File: src/rtl/addr_decode_cfg_pkg.sv
// Shared types for the configurable address decoder: one rule slot and its hit test.
// Fields are sized for the widest supported configuration; narrower users zero-extend.
package addr_decode_cfg_pkg;

    localparam int unsigned MaxAddrWidth = 32'd64;
    localparam int unsigned MaxIdxWidth  = 32'd8;

    typedef logic [MaxAddrWidth-1:0] addr_t;

    typedef struct packed {
        logic                   en;
        logic [MaxIdxWidth-1:0] idx;
        addr_t                  start_addr;
        addr_t                  end_addr;
    } rule_t;

    // Half-open interval test [start, end); an empty interval never hits
    function automatic logic rule_match(input rule_t rule, input addr_t addr);
        return rule.en && (rule.start_addr <= addr) && (addr < rule.end_addr);
    endfunction

endpackage

File: src/rtl/addr_decode_cfg_match.sv
// Combinational matcher over the active rule table; the highest matching slot wins.
module addr_decode_cfg_match
    import addr_decode_cfg_pkg::*;
#(
    parameter int unsigned NoRules   = 32'd8,
    parameter int unsigned IdxWidth  = 32'd2,
    parameter int unsigned RuleWidth = 32'd3
) (
    input  rule_t [NoRules-1:0] rules_i,
    input  addr_t               addr_i,
    output logic [IdxWidth-1:0]  idx_o,
    output logic [RuleWidth-1:0] rule_o,
    output logic                 match_o
);

    rule_t [NoRules-1:0] gated_s;

    // Disabled slots collapse to an empty [0,0) range so they can never hit
    always_comb begin
        gated_s = rules_i;
        for (int unsigned r = 0; r < NoRules; r++) begin
            if (!rules_i[r].en) begin
                gated_s[r].start_addr = '0;
                gated_s[r].end_addr   = '0;
            end else begin
                gated_s[r] = rules_i[r];
            end
        end
    end

    // Ascending scan: the last hit, i.e. the highest slot, is what remains
    always_comb begin
        idx_o   = '0;
        rule_o  = '0;
        match_o = 1'b0;
        for (int unsigned r = 0; r < NoRules; r++) begin
            if (rule_match(gated_s[r], addr_i)) begin
                idx_o   = gated_s[r].idx[IdxWidth-1:0];
                rule_o  = RuleWidth'(r);
                match_o = 1'b1;
            end else begin
            end
        end
    end

endmodule

File: src/rtl/addr_decode_cfg.sv
// Registered address decoder with a shadow/active rule table, valid/ready on both sides
// and a saturating decode-error counter.
module addr_decode_cfg
    import addr_decode_cfg_pkg::*;
#(
    parameter int unsigned NoIndices = 32'd4,
    parameter int unsigned NoRules   = 32'd8,
    parameter int unsigned AddrWidth = 32'd32,
    parameter int unsigned CntWidth  = 32'd16,
    localparam int unsigned IdxWidth  = (NoIndices > 32'd1) ? $clog2(NoIndices) : 32'd1,
    localparam int unsigned RuleWidth = (NoRules > 32'd1) ? $clog2(NoRules) : 32'd1
) (
    input  logic                 clk_i,
    input  logic                 rst_i,
    input  logic                 in_valid_i,
    output logic                 in_ready_o,
    input  logic [AddrWidth-1:0] in_addr_i,
    output logic                 out_valid_o,
    input  logic                 out_ready_i,
    output logic [AddrWidth-1:0] out_addr_o,
    output logic [IdxWidth-1:0]  out_idx_o,
    output logic [RuleWidth-1:0] out_rule_o,
    output logic                 out_dec_valid_o,
    output logic                 out_dec_error_o,
    input  logic                 en_default_idx_i,
    input  logic [IdxWidth-1:0]  default_idx_i,
    input  logic                 cfg_we_i,
    input  logic [RuleWidth-1:0] cfg_rule_i,
    input  logic                 cfg_en_i,
    input  logic [IdxWidth-1:0]  cfg_idx_i,
    input  logic [AddrWidth-1:0] cfg_start_i,
    input  logic [AddrWidth-1:0] cfg_end_i,
    input  logic                 cfg_commit_i,
    output logic                 cfg_err_o,
    output logic [CntWidth-1:0]  err_cnt_o
);

    rule_t [NoRules-1:0] shadow_q, shadow_d, active_q, active_d;
    logic                 out_valid_q, out_valid_d;
    logic [AddrWidth-1:0] out_addr_q, out_addr_d;
    logic [IdxWidth-1:0]  out_idx_q, out_idx_d;
    logic [RuleWidth-1:0] out_rule_q, out_rule_d;
    logic                 out_dec_valid_q, out_dec_valid_d;
    logic                 out_dec_error_q, out_dec_error_d;
    logic                 cfg_err_q, cfg_err_d;
    logic [CntWidth-1:0]  err_cnt_q, err_cnt_d;

    logic [IdxWidth-1:0]  match_idx_s;
    logic [RuleWidth-1:0] match_rule_s;
    logic                 match_s;
    logic                 in_ready_s, accept_s, dec_error_s, cfg_ok_s;
    rule_t                cfg_rule_s;

    addr_decode_cfg_match #(
        .NoRules   (NoRules),
        .IdxWidth  (IdxWidth),
        .RuleWidth (RuleWidth)
    ) u_match (
        .rules_i (active_q),
        .addr_i  (addr_t'(in_addr_i)),
        .idx_o   (match_idx_s),
        .rule_o  (match_rule_s),
        .match_o (match_s)
    );

    assign in_ready_s  = !out_valid_q || out_ready_i;
    assign accept_s    = in_valid_i && in_ready_s;
    assign dec_error_s = !match_s && !en_default_idx_i;

    // Screen an incoming rule write; disabled rules are only checked for a legal slot
    always_comb begin
        cfg_rule_s            = '0;
        cfg_rule_s.en         = cfg_en_i;
        cfg_rule_s.idx        = MaxIdxWidth'(cfg_idx_i);
        cfg_rule_s.start_addr = addr_t'(cfg_start_i);
        cfg_rule_s.end_addr   = addr_t'(cfg_end_i);
        if (32'(cfg_rule_i) >= NoRules) begin
            cfg_ok_s = 1'b0;
        end else if (cfg_en_i && ((32'(cfg_idx_i) >= NoIndices) || (cfg_start_i > cfg_end_i))) begin
            cfg_ok_s = 1'b0;
        end else begin
            cfg_ok_s = 1'b1;
        end
    end

    // Shadow write, then commit copies the post-write shadow so a same-cycle write is included
    always_comb begin
        shadow_d = shadow_q;
        for (int unsigned r = 0; r < NoRules; r++) begin
            if (cfg_we_i && cfg_ok_s && (32'(cfg_rule_i) == r)) begin
                shadow_d[r] = cfg_rule_s;
            end else begin
                shadow_d[r] = shadow_q[r];
            end
        end
        if (cfg_commit_i) begin
            active_d = shadow_d;
        end else begin
            active_d = active_q;
        end
        cfg_err_d = cfg_we_i && !cfg_ok_s;
    end

    // Output register: load on accept, drain on ready, otherwise hold
    always_comb begin
        out_valid_d     = out_valid_q;
        out_addr_d      = out_addr_q;
        out_idx_d       = out_idx_q;
        out_rule_d      = out_rule_q;
        out_dec_valid_d = out_dec_valid_q;
        out_dec_error_d = out_dec_error_q;
        if (accept_s) begin
            out_valid_d     = 1'b1;
            out_addr_d      = in_addr_i;
            out_rule_d      = match_rule_s;
            out_dec_valid_d = match_s;
            out_dec_error_d = dec_error_s;
            if (match_s) begin
                out_idx_d = match_idx_s;
            end else if (en_default_idx_i) begin
                out_idx_d = default_idx_i;
            end else begin
                out_idx_d = '0;
            end
        end else if (out_ready_i) begin
            out_valid_d = 1'b0;
        end else begin
            out_valid_d = out_valid_q;
        end
        if (accept_s && dec_error_s && (err_cnt_q != {CntWidth{1'b1}})) begin
            err_cnt_d = err_cnt_q + CntWidth'(1);
        end else begin
            err_cnt_d = err_cnt_q;
        end
    end

    // State registers with synchronous reset
    always_ff @(posedge clk_i) begin
        if (rst_i) begin
            shadow_q        <= '0;
            active_q        <= '0;
            out_valid_q     <= 1'b0;
            out_addr_q      <= '0;
            out_idx_q       <= '0;
            out_rule_q      <= '0;
            out_dec_valid_q <= 1'b0;
            out_dec_error_q <= 1'b0;
            cfg_err_q       <= 1'b0;
            err_cnt_q       <= '0;
        end else begin
            shadow_q        <= shadow_d;
            active_q        <= active_d;
            out_valid_q     <= out_valid_d;
            out_addr_q      <= out_addr_d;
            out_idx_q       <= out_idx_d;
            out_rule_q      <= out_rule_d;
            out_dec_valid_q <= out_dec_valid_d;
            out_dec_error_q <= out_dec_error_d;
            cfg_err_q       <= cfg_err_d;
            err_cnt_q       <= err_cnt_d;
        end
    end

    assign in_ready_o      = in_ready_s;
    assign out_valid_o     = out_valid_q;
    assign out_addr_o      = out_addr_q;
    assign out_idx_o       = out_idx_q;
    assign out_rule_o      = out_rule_q;
    assign out_dec_valid_o = out_dec_valid_q;
    assign out_dec_error_o = out_dec_error_q;
    assign cfg_err_o       = cfg_err_q;
    assign err_cnt_o       = err_cnt_q;

endmodule

File: config.mk
export PLATFORM = sky130hd
export DESIGN_NAME = addr_decode_cfg
export DESIGN_NICKNAME = d
export VERILOG_FILES = /design/src/rtl/addr_decode_cfg_pkg.sv /design/src/rtl/addr_decode_cfg_match.sv /design/src/rtl/addr_decode_cfg.sv
export SDC_FILE = /design/constraint.sdc
export NUM_CORES = 2
export LEC_CHECK = 0
export ABC_AREA = 1
export CAP_MARGIN = 40
export CORE_ASPECT_RATIO = 0.8
export CORE_MARGIN = 5
export CORE_UTILIZATION = 35
export CTS_CLUSTER_SIZE = 24
export DETAILED_ROUTE_END_ITERATION = 10
export GPL_TIMING_DRIVEN = 0
export PLACE_DENSITY = 0.51
export RECOVER_POWER = 100
export SYNTH_ARGS = -nofsm -noshare
export SYNTH_HDL_FRONTEND = slang
export SYNTH_SLANG_ARGS = --single-unit
export TNS_END_PERCENT = 50
File: constraint.sdc
create_clock -name clk_i -period 3.5 [get_ports clk_i]
set_input_delay 0.7 -clock clk_i [delete_from_list [all_inputs] [get_ports clk_i]]
set_output_delay 0.7 -clock clk_i [all_outputs]
set_load 0.005 [all_outputs]
* Word level (Yosys, flattened, before mapping)
Index checks and enable logic that the tools add are counted.
Word-level totals: flip-flop bits (word level) 2201, input port bits 111, output and inout port bits 58, logic and storage cells 179
Operators by class: $add $sub $neg 1, magnitude comparators 17, equality and inequality tests 8, mux-type cells 44, reduce and logical (&&, ||, !) cells 37
Operators with widths (number):
- two-way mux 137 bit | 8
- two-way mux 128 bit | 8
- <= comparator 64 x 32 -> 1 bit | 8
- less-than comparator 32 x 64 -> 1 bit | 8
- greater-than comparator 32 bit | 1
- logical AND 1 bit | 31
- two-way mux 2 bit | 12
- adder 16 x 1 -> 16 bit, second input constant | 1
- != test 16 bit, second input constant | 1
- equality test 3 bit, second input constant | 4
- two-way mux 1 bit | 12
- two-way mux 3 bit | 4
- equality test 3 x 2 -> 1 bit, second input constant | 2
- equality test 3 x 1 -> 1 bit, second input constant | 1
- zero test 1 bit | 3
- zero test 3 bit | 1
- nonzero test 2 bit | 1
- logical OR 1 bit | 1

* Logic depth before layout (Yosys ltp)
word-level depth 16, gate-level depth with buffers 29, mapped depth without buffers 27

* By module
A second synthesis with hierarchy kept.
Unflattened totals: cells, all modules 14786, area, all modules 108141.2 µm²
Modules (own cells, without submodules):
- addr_decode_cfg | times used 1, cells each 10027, area each 79068.3 µm², sequential area each 45023.2 µm²
- addr_decode_cfg_match | times used 1, cells each 4759, area each 29072.9 µm², sequential area each 0.0 µm²

* Worst setup path before layout
Ideal clock, no wire load.
kind input-to-reg, start input cfg_end_i[19], end register active_q[23] in the netlist's numbering, library setup time 0.109 ns, arrival time 2.816 ns, data required time 3.391 ns, path slack 0.575 ns, stages on the path 17, path buffers 2, path through clkinv_1 -> ha_1 -> nand2_1 -> o21a_1 -> o21ai_1 -> nor2_1 -> o21a_1 -> a32oi_1 -> a21boi_2 -> buf_12 -> nand2_8 -> inv_6 -> buf_4 -> o21ai_1 -> nand2_1 -> nand2_1 -> inv_1
On the way: longest elaborated chain between the ends 6
RTL lines:
- from (decl) | RTL line addr_decode_cfg.sv:32 | input logic [AddrWidth-1:0] cfg_end_i,
- greater-than comparator 32 bit | RTL line addr_decode_cfg.sv:79 | end else if (cfg_en_i && ((32'(cfg_idx_i) >= NoIndices) || (cfg_start_i > cfg_end_i))) begin
- logical AND 1 bit | RTL line addr_decode_cfg.sv:79
- two-way mux 1 bit | RTL line addr_decode_cfg.sv:79
- logical AND 1 bit (2 in a row) | RTL line addr_decode_cfg.sv:90 | if (cfg_we_i && cfg_ok_s && (32'(cfg_rule_i) == r)) begin
- two-way mux 137 bit | RTL line addr_decode_cfg.sv:90
- to (signal assigned) | RTL line addr_decode_cfg.sv:152 | active_q <= active_d;
- to (decl) | RTL line addr_decode_cfg.sv:38 | rule_t [NoRules-1:0] shadow_q, shadow_d, active_q, active_d;
No other way between the ends. A chain may end at the register's enable or synchronous reset.

* Worst setup path in the final report
start input in_addr_i[9], end register out_idx_q[1], in the netlist out_idx_o[1]
On the way: longest elaborated chain between the ends 12, elaborated cells between the ends (all ways) 49, those cells by class order compare (16); mux (17); reduce/logical (16)
RTL lines:
- from (decl) | RTL line addr_decode_cfg.sv:17 | input logic [AddrWidth-1:0] in_addr_i,
- <= comparator 64 x 32 -> 1 bit | RTL line addr_decode_cfg_pkg.sv:19 | return rule.en && (rule.start_addr <= addr) && (addr < rule.end_addr);
- logical AND 1 bit (2 in a row) | RTL line addr_decode_cfg_pkg.sv:19
- two-way mux 2 bit / two-way mux 1 bit (equally long branches) (8 in a row) | RTL line addr_decode_cfg_match.sv:37 | if (rule_match(gated_s[r], addr_i)) begin
- two-way mux 2 bit * | RTL line addr_decode_cfg.sv:118 | if (match_s) begin
- to (signal assigned) | RTL line addr_decode_cfg.sv:155 | out_idx_q <= out_idx_d;
- to (decl) | RTL line addr_decode_cfg.sv:41 | logic [IdxWidth-1:0] out_idx_q, out_idx_d;
Every way passes the cells marked *; elsewhere a longest branch is shown, timed or not.

==> results.ini <==
[logic_synthesis]
postSynthAreaPerCell_sq_um=7.58
synth_fp_nets=12609
synth.distinct_cells=52
postSynthCellCount=11961
ys_async_sr_fraction_pct=0
synth_adder_area_share_pct=7.41
synth_seq_cells=2153
mappedNetlistArea_sq_mm=0.0907
synth-xor-area-share_pct=0.106
synth.area.mux_share_pct=0
dominantRegCellSynth=dfxtp_1
synth_top_family_by_area=simple AND/OR/NAND/NOR gates
synth_simple_gate_area_share_pct=20.3
seq_area_frac_synth_pct=47.5
synth_edf_count=0
yosys_warnings=0
synth_compound_area_share_pct=15.7

[power]
power_frac_comb_pct=10.8
power_density_mw_per_mm2=521
pwr-share-seq_pct=45.1
p_sw_mw=15.1
p_total_mw=57.3
leakage_nw=51.4
p_clk_share_pct=44.1
swShare_pct=26.3
intPower_mw=42.3
ir_drop_mv=0.409

[clock_tree]
clk_latency_ns=0.92
cts_buffer_depth=4
clkTransAtPathRegs_ns=0.06
numCtsBuffers=228
tritoncts=built
ctsHoldBuffers=0
htree_levels=4
cts.sinks=2153
ctsRootBufferMaster=clkbuf_16

[cells_and_area]
multi_input_area_sq_mm=0.0402
regArea_sq_mm=0.0431
fin_util_pct=42.6
syn_to_final_growth_pct=21.4
layout.nets=13292
fill_cells=26014
drive_gt1_share_pct=9.01
finalInstanceArea_sq_mm=0.110

[global_routing]
grt_pass1_wl_mm=490
antenna_found_initial=31
gr-usage-all-layers_pct=24.1
grt_max_degree=19
grt_pass1_vias=74984
overflow=0

[critical_path]
cp_slowest_stage_delay_ns=0.50
critPathMaxFanout=8
required_ns=4.29
crit_chain=dlygate4sd2_1 > buf_8 > inv_1 > buf_16 > ha_1 > a21oi_1 > o21a_1 > o211ai_1 > a21oi_1 > o21ai_2 > a21oi_4 > nand2_2 > nand2_2 > nor2_4 > buf_12 > buf_12 > nand3_4 > nor2_1 > nor2_1 > a21oi_1
criticalPathCategory=in -> reg
start_kind=input pin
cp_top_family=buffers and inverters
worstPathArrival_ns=4.48
crit_top_cell=a21oi_1
crit_buf_inv=6
cp_slowest_cell=dlygate4sd2_1
cp-end-kind=register

[run_status]
violations=negative setup slack
status=finished, violations left

[flow_run]
cap_violations=0

[route]
firstDrtPassIters=6
routed_wl_mm=339
ant_nets=0
drc=0
vias=81417
detail_route.wl_per_cell_microns=20.8
vias_per_cell=5.00
drt_iter0_markers=7364

[placed_design]
dp.final_hpwl_mm=258
port_buffers=165
routabilityCongestion=0.898
place_area_sq_mm=0.100

[sta]
layout_setup_ws_ns=-0.189
finClkSkew_ns=0.0675
timing.fmax_mhz=271
slew_viol_final=0
slew_headroom_pct=20.0
min_period_over_period_pct=105
rsz0062_at_grt=yes
tns_ns=-2.40
min_period_ns=3.69
tightestPinTransition_ns=1.20
report.final.setup_viol=19
hold_viol=0

[floorplan]
start_util_pct=35.1
core_sq_mm=0.258
die_h_microns=465
die-area_sq_mm=0.269
io-pin-count=169
rows=167
die_w_microns=579

[worst_hold_path]
hp-class=in -> reg

## worst register-to-register path, cell delays in order (launching register included)
cell      delay [ns]
dfxtp_2         0.34
buf_8           0.14
buf_8           0.15
clkbuf_8        0.16
buf_12          0.14
nand2_1         0.08
inv_1           0.04
ha_1            0.28
nand2_1         0.06
inv_2           0.06
nand3_2         0.07
o211ai_1        0.33
a21oi_1         0.11
o21ai_2         0.24
a21oi_4         0.15
nand2_2         0.12
nand2_2         0.08
nor2_4          0.13
buf_12          0.15
buf_12          0.14
nand3_4         0.18
nor2_1          0.16
nor2_1          0.05
a21oi_1         0.18
## logic make-up after synthesis
| group | after synthesis |
|---|---|
| buffers and inverters | 1977 |
| AND/OR/NAND/NOR | 4650 |
| flip-flops | 2153 |
| AO/OA/AOI/OAI | 2633 |
| adder cells (fa/ha/maj) | 537 |
| XOR/XNOR | 11 |
## power groups by stage
stage | Combinational [mW] | Clock (mW) | Sequential (mW)
finish | 6.21 | 25.3 | 25.9
global route | 6.76 | 26.7 | 25.9
CTS | 6.07 | 25.7 | 25.8
detailed placement | 5.89 | 0 | 26.4
global placement | 5.33 | 0 | 26.4
floorplan | 3.19 | 0 | 26.2
## cells in the final DEF (no fill, tap or decap), types with 75 or more instances in the layout
master           synthesis  layout
a21o_1                 272     272
clkdlybuf4s50_1          0      76
nor4_1                 111     104
o21ai_0                896     893
buf_8                    0     117
dfxtp_1               2153    2148
clkbuf_16                0     228
buf_6                   50      90
buf_4                   70     145
clkbuf_1               501     501
o21ai_2                 48      76
nand3_1                 91      75
nor2_1                1730    1722
o21ai_1                489     463
ha_1                   537     533
inv_1                 1233    1205
a21oi_1                859     842
nand4_1                 76      76
nand2_1               2537    2500
## through the flow
stage                     setup slack [ns]  instances  hold WS (ns)
after floorplan                      0.575      11961         0.425
after global placement               -3.79      15590         0.433
after detailed placement             -2.66      15787         0.437
after CTS                           -0.139      16253         0.426
after global routing                -0.194      16294         0.392
final                               -0.189      16298         0.384
## cell usage after synthesis (all sizes together), types with 10 or more instances
| master | instances | area (sq um) |
|---|---|---|
| o21ai | 1433 | 7350 |
| nor4 | 112 | 707 |
| a21oi | 859 | 4300 |
| dfxtp | 2153 | 43100 |
| ha | 537 | 6720 |
| nor2 | 1732 | 6510 |
| nor3 | 51 | 255 |
| a21o | 272 | 2040 |
| o211ai | 19 | 143 |
| inv | 1244 | 4710 |
| clkbuf | 501 | 1880 |
| nand3 | 91 | 455 |
| and2 | 10 | 62.6 |
| nand4 | 77 | 488 |
| nand2 | 2545 | 9680 |
| o21a | 26 | 195 |
| buf | 200 | 1460 |
| clkinv | 32 | 120 |
## state kept, by name, summed over array words and instances, names as in the netlist
register	cells
active_q	1048
out_valid_o	1
out_addr_o	32
out_dec_valid_o	1
out_dec_error_o	1
cfg_err_o	1
out_rule_o	3
shadow_q	1048
out_idx_o	2
err_cnt_o	16
## final cells by class
type                    count  area share (%)
flip-flops and latches   2153            39.2
repair buffers            449            5.41
clock buffers             323            6.00
diodes                     10          0.0227
well taps                3464            3.94
multi-input cells        7837            36.5
plain buffers             698            3.36
inverters                1276            4.55
clock inverters            87            1.03
repair inverters            1         0.00796
## path summary, 6_finish.rpt
check / from / end / slack [ns] / cells past startpoint
setup / recovery: in_addr_i[9] / out_idx_o[1] / -0.19 / 20
hold reg to reg: shadow_q[720] / active_q[720] / 0.43 / 2
setup reg to reg: active_q[684] / out_idx_o[1] / -0.11 / 23
hold / removal: cfg_end_i[31] / shadow_q[716] / 0.38 / 6
## routing by layer
layer | share of wire [%] | track usage, % | vias up | wire, microns
met5 | 0.014 | 0 | - | 46
met4 | 3.7 | 7.85 | 6 | 12500
met3 | 7.0 | 3.64 | 564 | 23800
met2 | 43 | 37.4 | 2524 | 146000
met1 | 46 | 34.3 | 38586 | 157000
li1 | - | - | 39737 | -
## repair_timing
action / 4_1_cts / 5_1_grt
setup endpoints to repair: 2117 / 1951
gates resized for setup: 318 / 198
setup buffers: 54 / 29
gates cloned: 5 / 5
pin swaps: 19 / 60
Power figures use the tool's default switching activity.
